`src/rtl/div_pkg.sv`:
```
// rtl/div_pkg.sv - shared types and constants for the DIV unit
package div_pkg;

  typedef enum logic [1:0] {
    IDLE = 2'd0,
    CALC = 2'd1,
    DONE = 2'd2
  } div_state_t;

  localparam int DIV_WIDTH = 32;

  // Exception-cause code the control unit muxes in when div_zero fires
  localparam logic [3:0] DIV_ZERO_FLAG = 4'h7;

endpackage

```
`src/rtl/div_step.sv`:
```
// rtl/div_step.sv - one restoring shift-subtract iteration
module div_step #(
  parameter int WIDTH = 32
) (
  input  logic [WIDTH-1:0] rem,
  input  logic             din,
  input  logic [WIDTH-1:0] divisor,
  output logic [WIDTH-1:0] rem_next,
  output logic             q_bit
);

  logic [WIDTH:0] trial;

  // rem stays below the divisor (at most 2**(WIDTH-1)), so the shifted
  // value fits WIDTH+1 bits and trial[WIDTH] is a valid borrow/sign bit.
  always_comb begin
    trial    = {rem, din} - {1'b0, divisor};
    q_bit    = ~trial[WIDTH];
    rem_next = q_bit ? trial[WIDTH-1:0] : {rem[WIDTH-2:0], din};
  end

endmodule

```
`src/rtl/div_unit.sv`:
```
// rtl/div_unit.sv - multicycle signed divider producing HI (remainder) / LO (quotient)
module div_unit
  import div_pkg::*;
#(
  parameter int WIDTH = DIV_WIDTH,
  parameter int CNT_W = 6
) (
  input  logic             clk,
  input  logic             reset,
  input  logic [WIDTH-1:0] a_in,
  input  logic [WIDTH-1:0] b_in,
  input  logic             div_start,
  output logic [WIDTH-1:0] hi_out,
  output logic [WIDTH-1:0] lo_out,
  output logic             div_end,
  output logic             div_zero,
  output logic             busy
);

  div_state_t       state, state_next;
  logic [CNT_W-1:0] cnt;
  logic [WIDTH-1:0] rem, dq, divisor;
  logic [WIDTH-1:0] rem_next, a_mag, b_mag;
  logic             q_bit, sign_q, sign_r, zero_flag;

  // Magnitude of the most negative value wraps to itself, read as unsigned
  assign a_mag = a_in[WIDTH-1] ? (~a_in + 1'b1) : a_in;
  assign b_mag = b_in[WIDTH-1] ? (~b_in + 1'b1) : b_in;

  div_step #(.WIDTH(WIDTH)) u_step (
    .rem      (rem),
    .din      (dq[WIDTH-1]),
    .divisor  (divisor),
    .rem_next (rem_next),
    .q_bit    (q_bit)
  );

  always_ff @(posedge clk or negedge reset) begin
    if (!reset) state <= IDLE;
    else        state <= state_next;
  end

  always_comb begin
    state_next = state;
    busy       = (state != IDLE);
    case (state)
      IDLE: if (div_start) state_next = (b_in == '0) ? DONE : CALC;
      CALC: if (cnt == CNT_W'(1)) state_next = DONE;
      DONE: state_next = IDLE;
      default: state_next = IDLE;
    endcase
  end

  always_ff @(posedge clk or negedge reset) begin
    if (!reset) begin
      cnt       <= '0;
      rem       <= '0;
      dq        <= '0;
      divisor   <= '0;
      sign_q    <= 1'b0;
      sign_r    <= 1'b0;
      zero_flag <= 1'b0;
      hi_out    <= '0;
      lo_out    <= '0;
      div_end   <= 1'b0;
      div_zero  <= 1'b0;
    end else begin
      div_end  <= 1'b0;
      div_zero <= 1'b0;
      case (state)
        IDLE: begin
          if (div_start) begin
            if (b_in == '0) begin
              zero_flag <= 1'b1;
            end else begin
              zero_flag <= 1'b0;
              dq        <= a_mag;
              divisor   <= b_mag;
              sign_q    <= a_in[WIDTH-1] ^ b_in[WIDTH-1];
              sign_r    <= a_in[WIDTH-1];
              rem       <= '0;
              cnt       <= CNT_W'(WIDTH);
            end
          end
        end
        CALC: begin
          // dq holds unconsumed dividend bits on the left, quotient bits on the right
          rem <= rem_next;
          dq  <= {dq[WIDTH-2:0], q_bit};
          cnt <= cnt - CNT_W'(1);
        end
        DONE: begin
          div_end  <= 1'b1;
          div_zero <= zero_flag;
          if (!zero_flag) begin
            lo_out <= sign_q ? -dq  : dq;
            hi_out <= sign_r ? -rem : rem;
          end
        end
        default: ;
      endcase
    end
  end

endmodule

```
`config.mk`:
```
export PLATFORM = sky130hd
export DESIGN_NAME = div_unit
export DESIGN_NICKNAME = d
export VERILOG_FILES = /design/src/rtl/div_pkg.sv /design/src/rtl/div_step.sv /design/src/rtl/div_unit.sv
export SDC_FILE = /design/constraint.sdc
export NUM_CORES = 1
export LEC_CHECK = 0
export CORE_AREA = 4 4 146 148
export DETAILED_ROUTE_END_ITERATION = 6
export DIE_AREA = 0 0 150 152
export GPL_TIMING_DRIVEN = 1
export PLACE_DENSITY = 0.86
export SYNTH_ARGS = -nofsm -noshare
export SYNTH_HDL_FRONTEND = slang
export SYNTH_HIERARCHICAL = 1
export SYNTH_SLANG_ARGS = --single-unit
```
`constraint.sdc`:
```
create_clock -name clk -period 3.82 [get_ports clk]
set_input_delay 0.573 -clock clk [delete_from_list [all_inputs] [get_ports clk]]
set_output_delay 0.573 -clock clk [all_outputs]
set_load 0.05 [all_outputs]
```
; Word level (Yosys, flattened, before mapping)
; Index checks and enable logic that the tools add are counted.
[classes]
mul = 0
n_lt_le_gt_ge = 0
add_sub_neg = 6
eq_ne = 6
shifts = 0
muxes = 21
bitwise = 6
n_reduce_logical = 9
div = 0
[op_table]
columns = op, n
row1 = 32-bit 2-to-1 mux, 9
row2 = 32-bit case mux with 2 select lines, 2
row3 = "32-bit by 1-bit adder with 32-bit output, second input constant", 2
row4 = 32-bit negation, 2
row5 = 32-bit inverter, 2
row6 = 33-bit by 32-bit subtractor with 33-bit output, 1
row7 = 32-bit zero test, 1
row8 = 6-bit 2-to-1 mux, 2
row9 = 6-bit case mux with 2 select lines, 1
row10 = "6-bit by 1-bit == test with 1-bit output, second input constant", 1
row11 = 2-bit 2-to-1 mux, 3
row12 = "2-bit != test, second input constant", 3
row13 = 2-bit AND reduction, 3
row14 = 3-bit AND reduction, 2
row15 = "6-bit by 1-bit subtractor with 6-bit output, second input constant", 1
row16 = 2-bit case mux with 2 select lines, 1
row17 = 2-bit nonzero test, 2
row18 = 1-bit 2-to-1 mux, 3
row19 = 1-bit inverter, 3
row20 = "2-bit by 1-bit == test with 1-bit output, second input constant", 1
row21 = "2-bit == test, second input constant", 1
row22 = 2-bit zero test, 1
row23 = 1-bit bitwise XOR, 1
[totals]
mem_bits_ro = 0
ff_bits = 173
ramBits = 0
memories = 0
elab_cells = 60
latchBits = 0

; Depth between registers and ports, before layout
[logic_depth]
word_depth = 6
depth_mapped = 15
ltp_nobuf = 14

; Modules after synthesis
; Netlist, hierarchy kept.
[modules_own_cells]
columns = mod, area_per_inst_um2, seq_area_each_um2, n_inst, cells_per_inst
row1 = div_unit, 9076.2, 4329.2, 1, 961
row2 = div_step, 2255.9, 0.0, 1, 311

; Worst setup path before layout
; Ideal clock, no wire load.
[synth_timing]
path_kind = reg-to-reg
startpoint = reg dq[31]
endpoint = reg rem[13]
path_slack_ns = 0.591
path_buffers = 1
stages_incl_launch_ff = 16
period_less_slack_ns = 3.229
arrival_ns = 3.108
required_ns = 3.699
setup_time_ns = 0.121
cell_sequence = dfrtp_1 > inv_1 > ha_1 > fa_1 > and2b_1 > o2111ai_1 > a21oi_2 > o2111ai_1 > a211oi_2 > nor2_2 > mux2i_1 > and2_4 > inv_2 > buf_6 > mux2_4 > a22o_1
[synth_via]
elab_chain_len = 3
[synth_lines]
columns = item, line
row1 = start: declaration, div_unit.sv:22  ; logic [WIDTH-1:0] rem, dq, divisor;
row2 = start signal: assignment, div_unit.sv:77  ; dq <= a_mag;
row3 = start signal: assignment, div_unit.sv:89  ; dq <= {dq[WIDTH-2:0], q_bit};
row4 = 33-bit by 32-bit subtractor with 33-bit output, div_step.sv:17  ; trial = {rem, din} - {1'b0, divisor};
row5 = 32-bit 2-to-1 mux, div_step.sv:19  ; rem_next = q_bit ? trial[WIDTH-1:0] : {rem[WIDTH-2:0], din};
row6 = named net rem_next[13], div_unit.sv:23  ; logic [WIDTH-1:0] rem_next, a_mag, b_mag;
row7 = 32-bit case mux with 2 select lines, div_unit.sv:70  ; case (state)
row8 = end signal: assignment, div_unit.sv:88  ; rem <= rem_next;
row9 = end: declaration, div_unit.sv:22
; The timed path passes the listed nets, and every way through them passes these cells.
; A chain may end at the register's enable or synchronous reset.

; Worst setup path in the final report
[layout_timing]
startpoint = reg dq[31]
endpoint = reg rem[4]
; Same word-level chain as after synthesis.

==> impl_results.md <==
- Nets@finish: between 1000 and 1500
- Post-Route WL: between 20000 and 30000 µm
- Max Buffers Root-to-Sink: 2
- Initial antenna violation count: 0
- Slew Viols, Final: 0
- Ys Warns: 6
- Gr ovfl total: 0
- # setup viols final: 0
- Gpl congestion: ~0.95
- Setup TNS: 0 ns
- DR WL/cell: around 17 µm
- CTS HTree Levels: 4
- Hold Fails Final Rpt: 0
- Antenna Nets Post-Route: 0
- CTS sink count: around 170
- Post-synth top flop: dfrtp_1
- Routed vias: 9835
- Num CTS Buffers: 17
- Placed Area: ~0.013 mm²
- Sequential fraction of the synthesis area: 0.382
- Worst endpoint data arrival time: 3.90 ns
- Syn-to-layout area delta: 19.3%
- Total die area: roughly 0.023 mm²
- Site row count: 52
- CP most frequent cell: o2111ai_1
- Total track usage: 0.254
- Synthesized area: roughly 0.011 mm²
- Slowest-stage cell, CP: fa_1
- Port Buffers: about 130
- Place WS: 0.286 ns
- Synthesized net count: 1378
- CP endpoint kind: flip-flop
- Root Driver: clkbuf_16
- Synth Area per Inst: just under 9 µm²
- Num ports: about 130
- WS Path Type: reg2reg
- Power per cell area: slightly below 1000 mW/mm²
- Min-Delay Path Class: in2async
- Tot Pwr: between 10 and 15 mW
- Worst-Skew Late Latency: around 0.43 ns
- DRC Markers: 0
- Die Wd: ~150 µm
- Clk_skew: roughly 0.012 ns
- CTS tree: built
- Delay-heaviest family, CP: compound AO/OA/AOI/OAI gates
- Clock transition at path regs: approximately 0.070 ns
- Die height: approximately 150 µm
- Synth unique cells: 75
- Largest stage delay, worst path: just over 0.4 ns
- FF+latch count, synth: roughly 170
- 1st-iter DRT viols: 907
- DR pass1 iterations: 5
- Number of flops mapped to enable cells by yosys: 0
- Largest net degree at the start of global routing: roughly 130
- Antenna diode count: 0
- Worst endpoint required time: 4.14 ns
- Fmax: 0.280 GHz
- Setup Fix Bufs, Post-CTS: 0
- CP Cell Sequence: inv_1 > ha_1 > fa_1 > and2b_1 > o2111ai_1 > a21oi_2 > o2111ai_1 > a211oi_2 > nor2_2 > mux2i_1 > and2_4 > inv_2 > buf_12 > mux2_1 > a22o_1
- Starting Density: 0.565
- Slew margin rel.: 0.299
- Top cells by area, synth: dfrtp_1 38%, xor2_1 8.6%, o21ai_0 7.6%
- Largest area contributor in the netlist: dfrtp_1
- Routed vias/inst: 5.93
- Share of layout cells above drive strength 1: 0.0742
- Outcome: finished, final reports clean
- Hold_ws: 0.166 ns
- Buf+Inv Stages, Crit Path: 3
- Tmin final: around 3.6 ns
- DP HPWL: about 21000 µm
- Pleak: between 5 and 6 nW
- CP max FO: 16
- Crit path launch type: flip-flop
- Vias in the first global route: approximately 9300
- Synth cell count leaders: 173 x dfrtp_1, 171 x o21ai_0, 165 x nand2_1
- Worst Max-Slew Pin Slew: ~1.1 ns
- RSZ-0062 raised after global routing: no
- Cell count after synthesis: between 1000 and 1500
- Yosys top cell area share: 0.382
- Max VDD drop: about 0.47 mV
- Top-count cell post-synth: dfrtp_1
- Post-route cell area: 0.0135 mm²
- First-pass GRT wire length: approximately 47000 µm
- Core Area: 0.0200 mm²
- Max Cap Viol: 0
- Final WS setup: around 0.24 ns
- Post-synth ARST share: 1.00
- Final cycle utilization of the critical path: 0.936
==> placed cells by master, fill, tap and decap left out, types with 18 or more instances in the layout <==
cell type | Yosys | layout
ha_1 | 38 | 38
or4_1 | 21 | 21
dfrtp_1 | 173 | 172
xnor2_1 | 35 | 35
nand3_1 | 27 | 27
o21ai_0 | 171 | 171
buf_4 | 0 | 20
clkdlybuf4s50_1 | 0 | 132
o31ai_1 | 38 | 38
xor2_1 | 111 | 111
a21o_1 | 18 | 18
nor2_1 | 34 | 33
a22o_1 | 32 | 32
a21oi_1 | 42 | 42
mux2_4 | 19 | 19
inv_1 | 48 | 48
nand2_1 | 165 | 165
==> logic make-up (layout without fill, tap and decap cells) <==
group / Yosys count / count (layout) / synth area share
buf+inv: 122 / 238 / 0.0432
xor+xnor: 146 / 146 / 0.113
mux: 37 / 37 / 0.0414
fa+ha+maj: 39 / 39 / 0.0437
compound gates: 388 / 388 / 0.216
simple gates: 367 / 367 / 0.161
flops: 173 / 173 / 0.382
==> registers in the layout (all words and copies together) (netlist names), 2 cells and up <==
signal,flops
divisor,32
dq,32
hi_out,32
lo_out,32
rem,32
cnt,6
state,2
==> layer usage <==
layer  global-route usage  share of wire
met3               0.0423          0.078
met5                    0              0
met2                0.368           0.43
met1                0.386           0.46
met4               0.0837          0.026
==> through the flow <==
step	util	instances
after floorplan	-	1272
after global placement	0.645	1626
after detailed placement	0.645	1626
after CTS	0.675	1658
after global routing	0.675	1658
final	0.675	1658
==> cell type report <==
| type | instances | area [µm²] |
|---|---|---|
| multi-input combinational | 977 | 6530 |
| fill | 1624 | 6520 |
| inverter | 50 | 188 |
| clock inverter | 14 | 154 |
| sequential | 173 | 4330 |
| clock buffer | 18 | 439 |
| tap | 270 | 338 |
| timing repair buffer | 156 | 1540 |
==> path summary, 6_finish.rpt <==
path / slack [ns] / from / cells after the start / endpoint
min in group clk: 0.48 / hi_out[8] / 2 / hi_out[8]
setup / recovery: 0.24 / dq[31] / 15 / rem[4]
setup reg to reg: 0.24 / dq[31] / 15 / rem[4]
hold / removal: 0.17 / reset / 1 / dq[31]
hold reg to reg: 0.48 / hi_out[8] / 2 / hi_out[8]
max in group asynchronous: 2.79 / reset / 2 / dq[18]
==> worst register-to-register path: cells and delay by family, from the launching register on <==
family,cells,cell delay [ns]
buf+inv,3,0.42
compound gates,5,1.07
fa+ha+maj,2,0.62
simple gates,3,0.49
mux,2,0.49
flops,1,0.37
==> report_power, final <==
| group | switching [mW] | internal, mW | leakage [nW] | total (mW) |
|---|---|---|---|---|
| logic | 4.29 | 3.76 | 3.25 | 8.05 |
| clock network | 0.794 | 0.941 | 0.287 | 1.74 |
| registers | 0.955 | 2.57 | 2.21 | 3.52 |
==> repair_timing <==
action	in CTS	in global routing
setup endpoints to repair	0	1
hold buffers	0	0
resized for setup	0	1
No activity file was read; power rests on OpenSTA's default activity.
